==> src/rtl/alt_vipitc130_is2vid_genlock_sequencer_pkg.sv <==
// Shared definitions for the IS2Vid genlock sequencer: state encodings,
// sync-compare field widths and the registered compare snapshot.
package alt_vipitc130_is2vid_genlock_sequencer_pkg;

   localparam int H_W = 14;
   localparam int V_W = 13;

   // Encodings are visible through the status register, so they are fixed.
   typedef enum logic [2:0] {
      GS_IDLE      = 3'd0,
      GS_SETTLE    = 3'd1,
      GS_EVAL      = 3'd2,
      GS_WAIT_DONE = 3'd3,
      GS_LOCKED    = 3'd4
   } gs_state_t;

   // Compare results captured on the CVO start of frame.
   typedef struct packed {
      logic           lines;
      logic           samples;
      logic           remove;
      logic           genlocked;
      logic [H_W-1:0] h;
      logic [V_W-1:0] v;
   } gs_snap_t;

   // A frame needs a correction when either a line or a sample fix is requested.
   function automatic logic gs_needs_correction(input gs_snap_t s);
      return s.lines | s.samples;
   endfunction

endpackage

==> src/rtl/alt_vipitc130_is2vid_genlock_sequencer_edge_detect.sv <==
// Rising-edge detector: one-cycle pulse in the first cycle a level is seen high.
module alt_vipitc130_common_edge_detect (
   input  logic i_clk,
   input  logic i_rst,
   input  logic i_level,
   output logic o_rise
);

   logic r_level_q;

   // Remember the previous level so a held level yields a single pulse.
   always_ff @(posedge i_clk or posedge i_rst) begin
      if (i_rst) begin
         r_level_q <= 1'b0;
      end else begin
         r_level_q <= i_level;
      end
   end

   assign o_rise = i_level & ~r_level_q;

endmodule

==> src/rtl/alt_vipitc130_is2vid_genlock_sequencer.sv <==
// Genlock sequencer for the IS2Vid output path. Snapshots the sync-compare
// results on each CVO start of frame, issues at most one correction per frame,
// waits for it to finish, and declares lock after consecutive clean frames.
//
// Handshake: o_apply_valid is a one-cycle qualifier with no ready; the apply_*
// fields are meaningful only while it is high (zero otherwise) and the frame
// counter must take them in that cycle. i_correction_done is a one-cycle pulse
// back from the frame counter and is ignored unless a correction is pending.
module alt_vipitc130_is2vid_genlock_sequencer
   import alt_vipitc130_is2vid_genlock_sequencer_pkg::*;
#(
   parameter int SETTLE_FRAMES  = 2,
   parameter int LOCK_FRAMES    = 3,
   parameter int TIMEOUT_FRAMES = 4,
   parameter int FCNT_WIDTH     = 4
) (
   input  logic           i_clk,
   input  logic           i_rst,
   input  logic [1:0]     i_genlock_enable,
   input  logic           i_sof_cvi_locked,
   input  logic           i_sof_cvo_locked,
   input  logic           i_sof_cvo,
   input  logic           i_sync_lines,
   input  logic           i_sync_samples,
   input  logic           i_remove_repeatn,
   input  logic [H_W-1:0] i_sync_compare_h_reset,
   input  logic [V_W-1:0] i_sync_compare_v_reset,
   input  logic           i_genlocked,
   input  logic           i_correction_done,
   output logic           o_restart_count,
   output logic           o_apply_valid,
   output logic           o_apply_lines,
   output logic           o_apply_samples,
   output logic           o_apply_remove,
   output logic [H_W-1:0] o_apply_h,
   output logic [V_W-1:0] o_apply_v,
   output logic           o_status_locked,
   output logic           o_lock_lost,
   output logic [2:0]     o_status_state
);

   localparam logic [FCNT_WIDTH-1:0] SETTLE_LAST  = FCNT_WIDTH'(SETTLE_FRAMES - 1);
   localparam logic [FCNT_WIDTH-1:0] LOCK_LAST    = FCNT_WIDTH'(LOCK_FRAMES - 1);
   localparam logic [FCNT_WIDTH-1:0] TIMEOUT_LAST = FCNT_WIDTH'(TIMEOUT_FRAMES - 1);

   logic                  w_en;
   logic                  w_sof;
   logic                  w_corr;
   gs_state_t             r_state;
   gs_state_t             w_state_nxt;
   gs_snap_t              r_snap;
   logic                  r_tick;
   logic [FCNT_WIDTH-1:0] r_cnt;
   logic [FCNT_WIDTH-1:0] w_cnt_nxt;
   logic [FCNT_WIDTH-1:0] r_lock_cnt;
   logic [FCNT_WIDTH-1:0] w_lock_cnt_nxt;
   logic                  w_restart_nxt;
   logic                  w_apply_nxt;
   logic                  w_locked_nxt;
   logic                  w_lost_nxt;
   logic                  r_restart;
   logic                  r_apply_valid;
   logic                  r_apply_lines;
   logic                  r_apply_samples;
   logic                  r_apply_remove;
   logic [H_W-1:0]        r_apply_h;
   logic [V_W-1:0]        r_apply_v;
   logic                  r_locked;
   logic                  r_lost;

   // Both register-map bits and both video paths must be locked to run.
   assign w_en = (i_genlock_enable == 2'b11) & i_sof_cvi_locked & i_sof_cvo_locked;

   alt_vipitc130_common_edge_detect u_sof_edge (
      .i_clk   (i_clk),
      .i_rst   (i_rst),
      .i_level (i_sof_cvo),
      .o_rise  (w_sof)
   );

   // Snapshot the compare results on the SOF edge; r_tick marks the cycle the
   // snapshot becomes usable, and all frame counting runs on r_tick.
   always_ff @(posedge i_clk or posedge i_rst) begin
      if (i_rst) begin
         r_snap <= '0;
         r_tick <= 1'b0;
      end else begin
         r_tick <= w_sof;
         if (w_sof) begin
            r_snap <= '{lines:     i_sync_lines,
                        samples:   i_sync_samples,
                        remove:    i_remove_repeatn,
                        genlocked: i_genlocked,
                        h:         i_sync_compare_h_reset,
                        v:         i_sync_compare_v_reset};
         end
      end
   end

   assign w_corr = gs_needs_correction(r_snap);

   // State register.
   always_ff @(posedge i_clk or posedge i_rst) begin
      if (i_rst) begin
         r_state <= GS_IDLE;
      end else begin
         r_state <= w_state_nxt;
      end
   end

   // Next-state logic; losing enable always drops back to IDLE.
   always_comb begin
      w_state_nxt = r_state;
      if (!w_en) begin
         w_state_nxt = GS_IDLE;
      end else begin
         case (r_state)
            GS_IDLE: begin
               w_state_nxt = GS_SETTLE;
            end
            GS_SETTLE: begin
               if (r_tick && (r_cnt == SETTLE_LAST)) begin
                  w_state_nxt = GS_EVAL;
               end
            end
            GS_EVAL: begin
               if (r_tick) begin
                  if (w_corr) begin
                     w_state_nxt = GS_WAIT_DONE;
                  end else if (r_snap.genlocked && (r_lock_cnt == LOCK_LAST)) begin
                     w_state_nxt = GS_LOCKED;
                  end
               end
            end
            GS_WAIT_DONE: begin
               // Done and timeout both resettle; done simply takes precedence.
               if (i_correction_done) begin
                  w_state_nxt = GS_SETTLE;
               end else if (r_tick && (r_cnt == TIMEOUT_LAST)) begin
                  w_state_nxt = GS_SETTLE;
               end
            end
            GS_LOCKED: begin
               if (r_tick && (!r_snap.genlocked || w_corr)) begin
                  w_state_nxt = GS_EVAL;
               end
            end
            default: begin
               w_state_nxt = GS_IDLE;
            end
         endcase
      end
   end

   // Per-state counter updates and next values of the registered outputs.
   always_comb begin
      w_cnt_nxt      = r_cnt;
      w_lock_cnt_nxt = r_lock_cnt;
      w_restart_nxt  = 1'b0;
      w_apply_nxt    = 1'b0;
      w_locked_nxt   = r_locked;
      w_lost_nxt     = 1'b0;
      if (!w_en) begin
         w_cnt_nxt      = '0;
         w_lock_cnt_nxt = '0;
         w_locked_nxt   = 1'b0;
      end else begin
         case (r_state)
            GS_IDLE: begin
               w_restart_nxt  = 1'b1;
               w_cnt_nxt      = '0;
               w_lock_cnt_nxt = '0;
            end
            GS_SETTLE: begin
               if (r_tick) begin
                  w_cnt_nxt = (r_cnt == SETTLE_LAST) ? '0 : r_cnt + 1'b1;
               end
            end
            GS_EVAL: begin
               if (r_tick) begin
                  if (w_corr) begin
                     w_apply_nxt    = 1'b1;
                     w_cnt_nxt      = '0;
                     w_lock_cnt_nxt = '0;
                  end else if (r_snap.genlocked) begin
                     if (r_lock_cnt == LOCK_LAST) begin
                        w_locked_nxt   = 1'b1;
                        w_lock_cnt_nxt = '0;
                     end else begin
                        w_lock_cnt_nxt = r_lock_cnt + 1'b1;
                     end
                  end else begin
                     w_lock_cnt_nxt = '0;
                  end
               end
            end
            GS_WAIT_DONE: begin
               if (i_correction_done) begin
                  w_cnt_nxt = '0;
               end else if (r_tick) begin
                  if (r_cnt == TIMEOUT_LAST) begin
                     w_restart_nxt = 1'b1;
                     w_cnt_nxt     = '0;
                  end else begin
                     w_cnt_nxt = r_cnt + 1'b1;
                  end
               end
            end
            GS_LOCKED: begin
               if (r_tick && (!r_snap.genlocked || w_corr)) begin
                  w_locked_nxt   = 1'b0;
                  w_lost_nxt     = 1'b1;
                  w_lock_cnt_nxt = '0;
               end
            end
            default: begin
               w_cnt_nxt      = '0;
               w_lock_cnt_nxt = '0;
               w_locked_nxt   = 1'b0;
            end
         endcase
      end
   end

   // Counters and registered outputs; apply_* carry the snapshot only while valid.
   always_ff @(posedge i_clk or posedge i_rst) begin
      if (i_rst) begin
         r_cnt           <= '0;
         r_lock_cnt      <= '0;
         r_restart       <= 1'b0;
         r_apply_valid   <= 1'b0;
         r_apply_lines   <= 1'b0;
         r_apply_samples <= 1'b0;
         r_apply_remove  <= 1'b0;
         r_apply_h       <= '0;
         r_apply_v       <= '0;
         r_locked        <= 1'b0;
         r_lost          <= 1'b0;
      end else begin
         r_cnt           <= w_cnt_nxt;
         r_lock_cnt      <= w_lock_cnt_nxt;
         r_restart       <= w_restart_nxt;
         r_apply_valid   <= w_apply_nxt;
         r_apply_lines   <= w_apply_nxt & r_snap.lines;
         r_apply_samples <= w_apply_nxt & r_snap.samples;
         r_apply_remove  <= w_apply_nxt & r_snap.remove;
         r_apply_h       <= w_apply_nxt ? r_snap.h : '0;
         r_apply_v       <= w_apply_nxt ? r_snap.v : '0;
         r_locked        <= w_locked_nxt;
         r_lost          <= w_lost_nxt;
      end
   end

   assign o_restart_count = r_restart;
   assign o_apply_valid   = r_apply_valid;
   assign o_apply_lines   = r_apply_lines;
   assign o_apply_samples = r_apply_samples;
   assign o_apply_remove  = r_apply_remove;
   assign o_apply_h       = r_apply_h;
   assign o_apply_v       = r_apply_v;
   assign o_status_locked = r_locked;
   assign o_lock_lost     = r_lost;
   assign o_status_state  = r_state;

endmodule
==> config.mk <==
export PLATFORM = sky130hd
export DESIGN_NAME = alt_vipitc130_is2vid_genlock_sequencer
export DESIGN_NICKNAME = d
export VERILOG_FILES = /design/src/rtl/alt_vipitc130_is2vid_genlock_sequencer_pkg.sv /design/src/rtl/alt_vipitc130_is2vid_genlock_sequencer_edge_detect.sv /design/src/rtl/alt_vipitc130_is2vid_genlock_sequencer.sv
export SDC_FILE = /design/constraint.sdc
export NUM_CORES = 1
export LEC_CHECK = 0
export CAP_MARGIN = 0
export CORE_AREA = 2 2 87 89
export CTS_BUF_LIST = sky130_fd_sc_hd__clkbuf_8
export DETAILED_ROUTE_END_ITERATION = 10
export DIE_AREA = 0 0 89 91
export HOLD_SLACK_MARGIN = 0.02
export MAX_ROUTING_LAYER = met4
export PLACE_DENSITY_LB_ADDON = 0.12
export REMOVE_ABC_BUFFERS = 1
export SLEW_MARGIN = 20
export SYNTH_ARGS = -nofsm -noshare
export SYNTH_HDL_FRONTEND = slang
export SYNTH_SLANG_ARGS = --single-unit
==> constraint.sdc <==
create_clock -name i_clk -period 2.7 [get_ports i_clk]
set_input_delay 0.675 -clock i_clk [delete_from_list [all_inputs] [get_ports i_clk]]
set_output_delay 0.675 -clock i_clk [all_outputs]
set_load 0.02 [all_outputs]
======== Word-level counts from Yosys, hierarchy flattened ========
Cells that the tools add are included.
storage, ports and cells
  register bits ........................... 78
  input port bits ......................... 39
  output and inout port bits .............. 37
  logic and storage cells ................. 111
cells by class
  $add $sub $neg .......................... 2
  equal/unequal tests ..................... 22
  muxes and demuxes ....................... 46
  bitwise operators ....................... 8
  reduce and logical (&&, ||, !) cells .... 13
operator list
  operator                                       number
  2-to-1 mux 4 bit                               14
  2-to-1 mux 3 bit                               8
  != test 3 bit, second input constant           8
  2-to-1 mux 1 bit                               17
  one-hot mux 4 bit (4 select lines)             1
  one-hot mux 3 bit (5 select lines)             1
  2-to-1 mux 14 bit                              1
  2-to-1 mux 13 bit                              1
  != test 4 bit, second input constant           3
  one-hot mux 4 bit (3 select lines)             1
  AND reduction 5 bit                            2
  adder 4 x 1 -> 4 bit, second input constant    2
  == test 4 x 2 -> 1 bit, second input constant  2
  AND 1 bit                                      6
  == test 3 x 2 -> 1 bit, second input constant  2
  != test 2 bit, second input constant           3
  AND reduction 6 bit                            1
  == test 4 x 1 -> 1 bit, second input constant  1
  logical AND 1 bit                              4
  == test 3 x 1 -> 1 bit, second input constant  1
  == test 3 bit, second input constant           1
  zero test 3 bit                                1
  one-hot mux 1 bit (3 select lines)             1
  AND reduction 3 bit                            1
  other kinds (8)                                8

======== Depth between registers and ports, before layout ========
  depth after elaboration ................. 7
  mapped depth ............................ 7
  gate-level depth less buffers ........... 7

======== Modules after synthesis ========
From an unflattened synthesis, not the netlist that was laid out.
second synthesis, totals
  cell total of the unflattened synthesis .. 240
  area, all modules ....................... 3091.7 µm²
modules (own cells, without submodules)
  module                                  times used  cells an instance  area each (µm²)  sequential area each (µm²)
  alt_vipitc130_is2vid_genlock_sequencer  1           237                3049.2           1926.8
  alt_vipitc130_common_edge_detect        1           3                  42.5             25.0

======== Worst setup path after synthesis ========
OpenSTA, ideal clock, no wires.
  path kind ............................... in2reg
  start ................................... input port i_correction_done
  end ..................................... register r_cnt[0]
  setup time .............................. 0.125 ns
  arrival ................................. 1.700 ns
  required time ........................... 2.575 ns
  path slack .............................. 0.875 ns
  stages on the path ...................... 5
  buffers on the path ..................... 0
  cells stage by stage .................... a21o_1 > a2111oi_4 > o21ai_2 > nor2b_4 > mux2_2
on the way
  word-level cells in the longest chain between the ends .. 3
  elaborated cells on any way between the ends .. 5
  those cells by class .................... eq/ne: 1; mux: 3; reduce/logical: 1
ends and longest elaborated chain
  element                             line                                           source
  start: declaration                  alt_vipitc130_is2vid_genlock_sequencer.sv:29   input logic i_correction_done,
  2-to-1 mux 4 bit                    alt_vipitc130_is2vid_genlock_sequencer.sv:198  if (i_correction_done) begin
  one-hot mux 4 bit (4 select lines)  alt_vipitc130_is2vid_genlock_sequencer.sv:168  case (r_state)
  2-to-1 mux 4 bit                    alt_vipitc130_is2vid_genlock_sequencer.sv:163  if (!w_en) begin
  end signal: assignment              alt_vipitc130_is2vid_genlock_sequencer.sv:240  r_cnt <= w_cnt_nxt;
  end: declaration                    alt_vipitc130_is2vid_genlock_sequencer.sv:53   logic [FCNT_WIDTH-1:0] r_cnt;
Several ways; a longest one is shown, not always the timed one.
A chain may end at the register's enable or synchronous reset.

======== Final worst setup path ========
  start ................................... register r_state[2] (netlist: o_status_state[2])
  end ..................................... output port o_status_state[2]
RTL lines
  element                   line                                           source
  start: declaration        alt_vipitc130_is2vid_genlock_sequencer.sv:49   gs_state_t r_state;
  start signal: assignment  alt_vipitc130_is2vid_genlock_sequencer.sv:107  r_state <= w_state_nxt;
  end: declaration          alt_vipitc130_is2vid_genlock_sequencer.sv:39   output logic [2:0] o_status_state
No word-level cell between the ends.

==> run summary <==
Worst-Skew Late Latency: 0.34 ns
Crit-path slowest cell: clkdlybuf4s50_1
largest net degree at the start of global routing: 70
TritonRoute pass-1 iters: 4
share of cells above drive strength 1: 21.9%
core box area: 7140 um^2
worst vdd ir: 0.469 mV
nets: 371
PostCTS Resize Cnt: 0
fmax: 425 MHz
H-Tree Depth: 3
Reg2Reg Setup Slack: 0.83 ns
Worst R2R Path Depth: 4
Syn Std Cell Area: 3190 um^2
worst-path cell chain: clkdlybuf4s50_1
Synth async-reset ratio: 100%
Slew @ Worst Pin: 0.475 ns
residual DRC count: 0
final hold vios: 0
Data required, critical path: 2.03 ns
Synth Area in Adders: 1.57%
Rel. slew slack: 68.4%
post-detail-place hpwl: 4.11 mm
RR Startpoint: o_status_state[2]
number of fill cells in the layout: 618
status: complete, no violations
clk sink count: 78
number of synthesized flops with an enable pin: 0
wire per inst: 13.8 um
die area: 8100 um^2
worst setup path endpoint: o_status_state[2]
max-slew violations: 0
# port buffers: 75
die width: 89 um
pre-CTS setup slack: 0.310 ns
Row Count: 31
P_leak: 1.91 nW
1st-iter DRT viols: 128
Yosys top cell area share: 61.2%
Setup CP Type: flop to output pin
Worst path max stage delay: 0.70 ns
I/O pin count: 76
Cells after Synth: 246
ranking of synthesized cells by area: dfrtp_1, mux2_2, and2_1
clock root buffer master: clkbuf_8
DR vias/cell: 4.90
largest family of logic cells by synthesized area: simple AND/OR/NAND/NOR gates
ys flop type: dfrtp_1
hold slack: 0.471 ns
Critical Path Fanout Max: 14
Antenna Cells: 0
CP startpoint kind: flop
register area share after synthesis: 61.2%
Final min period: 2.35 ns
syn avg cell area: 13.0 um^2
flop and latch count out of synthesis: 78
Critical R2R Capture: r_lock_cnt[1]
Clock Skews: 0.00735 ns
cell family contributing the most delay on the critical path: buffers and inverters
setup tns final: 0 ns
multiplexer share of the synthesized area: 12.1%
number of synthesis warnings: 0
Power Density: 553 nW/um^2
CTS buffer count: 9
Clock Path Buffers: 2
Crit. End Element: output pin
first-pass GRT wire length: 10.2 mm
RSZ-0062 raised after global routing: false
# setup viols final: 0
CP Buf/Inv Count: 1
worst min-delay path class: flop to flop
total track usage: 17.0%
Area growth syn-to-layout: 35.2%
CTS clk-pin slew, worst paths: 0.08 ns
Yosys top cell by area: dfrtp_1
vias in the first global route: 2178
Die Y: 91 um
RD Place Congestion: 0.793
Detail Route Antenna Nets: 0
Simple-Gate Fraction of Synth Area: 14.9%
Final period util: 87.2%
gr ovfl total: 0
Post-CTS Setup Bufs: 0
Vias: 2116
Critical path origin: o_status_state[2]
initial antenna violation count: 0
max-cap viol count: 0
initial core utilization: 44.7%
compound-cell area share of the yosys netlist: 7.65%
Yosys cell types: 48
logic depth of the worst setup path including buffers: 1
hold buffer count at cts: 0
CTS tree: built
Total Wirelength: 5.95 mm
Synth Area in XOR/XNOR: 0.275%
WP data arrival: 1.68 ns
setup ws final: 0.345 ns
layout make-up:
class	count	area, um^2	share of cell area [%]
Clock buffer	11	151	3.51
Clock inverter	5	65.1	1.51
Inverter	7	27.5	0.638
Multi-Input combinational cell	151	1170	27.2
Sequential cell	78	1950	45.3
Tap cell	99	124	2.87
Timing Repair Buffer	81	821	19.0
synth_stat cells (all sizes together), types with 2 or more instances:
library cell / instances
or3b: 3
o21ai: 11
nor3: 3
nand4: 2
a21oi: 9
nor2: 12
nor2b: 4
and3: 4
nand2b: 4
ha: 4
or2: 2
dfrtp: 78
nand2: 5
clkbuf: 4
a22o: 2
and2: 32
a2111oi: 2
mux2: 33
buf: 6
inv: 7
metrics by stage:
| step | cells | cell area [um^2] | power, mW | util [%] |
|---|---|---|---|---|
| floorplan | 236 | 3140 | 1.40 | - |
| global placement | 416 | 4100 | 1.49 | 57.4 |
| detailed placement | 416 | 4100 | 1.50 | 57.4 |
| CTS | 432 | 4310 | 2.42 | 60.4 |
| global route | 432 | 4310 | 2.50 | 60.4 |
| finish | 432 | 4310 | 2.39 | 60.4 |
registers in the layout (all words and copies together), names as in the netlist:
signal / flops
r_snap: 31
o_apply_h: 14
o_apply_v: 13
r_cnt: 4
r_lock_cnt: 4
o_status_state: 3
o_apply_lines: 1
o_apply_remove: 1
o_apply_samples: 1
o_apply_valid: 1
o_lock_lost: 1
o_restart_count: 1
o_status_locked: 1
r_tick: 1
u_sof_edge.r_level_q: 1
logic make-up (layout without fill, tap and decap cells):
kind of cell             count (synthesis)  count (layout)
AO/OA/AOI/OAI                           34              34
XOR/XNOR                                 1               1
adder cells (fa/ha/maj)                  4               4
buffers and inverters                   17             104
flip-flops                              78              78
multiplexers                            34              34
AND/OR/NAND/NOR                         78              78
layer usage:
layer  wire [um]  vias to the layer above  track usage, %
li1            -                     1010               -
met1        2650                     1041            22.6
met2        2870                       58            24.7
met3         327                        7            4.36
met4         106                        0            7.34
met5           0                        -               -
power breakdown:
group / total [mW] / switching, mW / internal [mW] / leakage [nW]
combinational: 0.190 / 0.0690 / 0.121 / 0.783
sequential: 1.27 / 0.0377 / 1.24 / 1.02
clock: 0.921 / 0.435 / 0.486 / 0.110
total: 2.39 / 0.541 / 1.84 / 1.91
worst min-delay path by stage:
stage	start	endpoint	slack [ns]	cells after the start
2_1_floorplan	r_snap[13]	o_apply_h[0]	0.45	1
3_3_place_gp	r_snap[21]	o_apply_h[8]	0.46	1
3_5_place_dp	r_snap[19]	o_apply_h[6]	0.46	1
4_1_cts	r_snap[13]	o_apply_h[0]	0.48	1
5_1_grt	r_snap[13]	o_apply_h[0]	0.49	1
6_report	r_snap[13]	o_apply_h[0]	0.47	1
placed cells by master, fill, tap and decap left out, types with 4 or more instances in the layout:
cell             Yosys  final
a21oi_1              8      8
and2_1              31     31
and3_1               4      4
buf_4                1      4
clkbuf_8             0     11
clkdlybuf4s50_1      0     75
dfrtp_1             78     78
ha_1                 4      4
inv_1                7      6
mux2_2              32     32
nand2_1              5      5
nand2b_1             4      4
nor2_1              11     11
o21ai_0              9      9
Note: power is estimated with default switching activity, not from simulation.
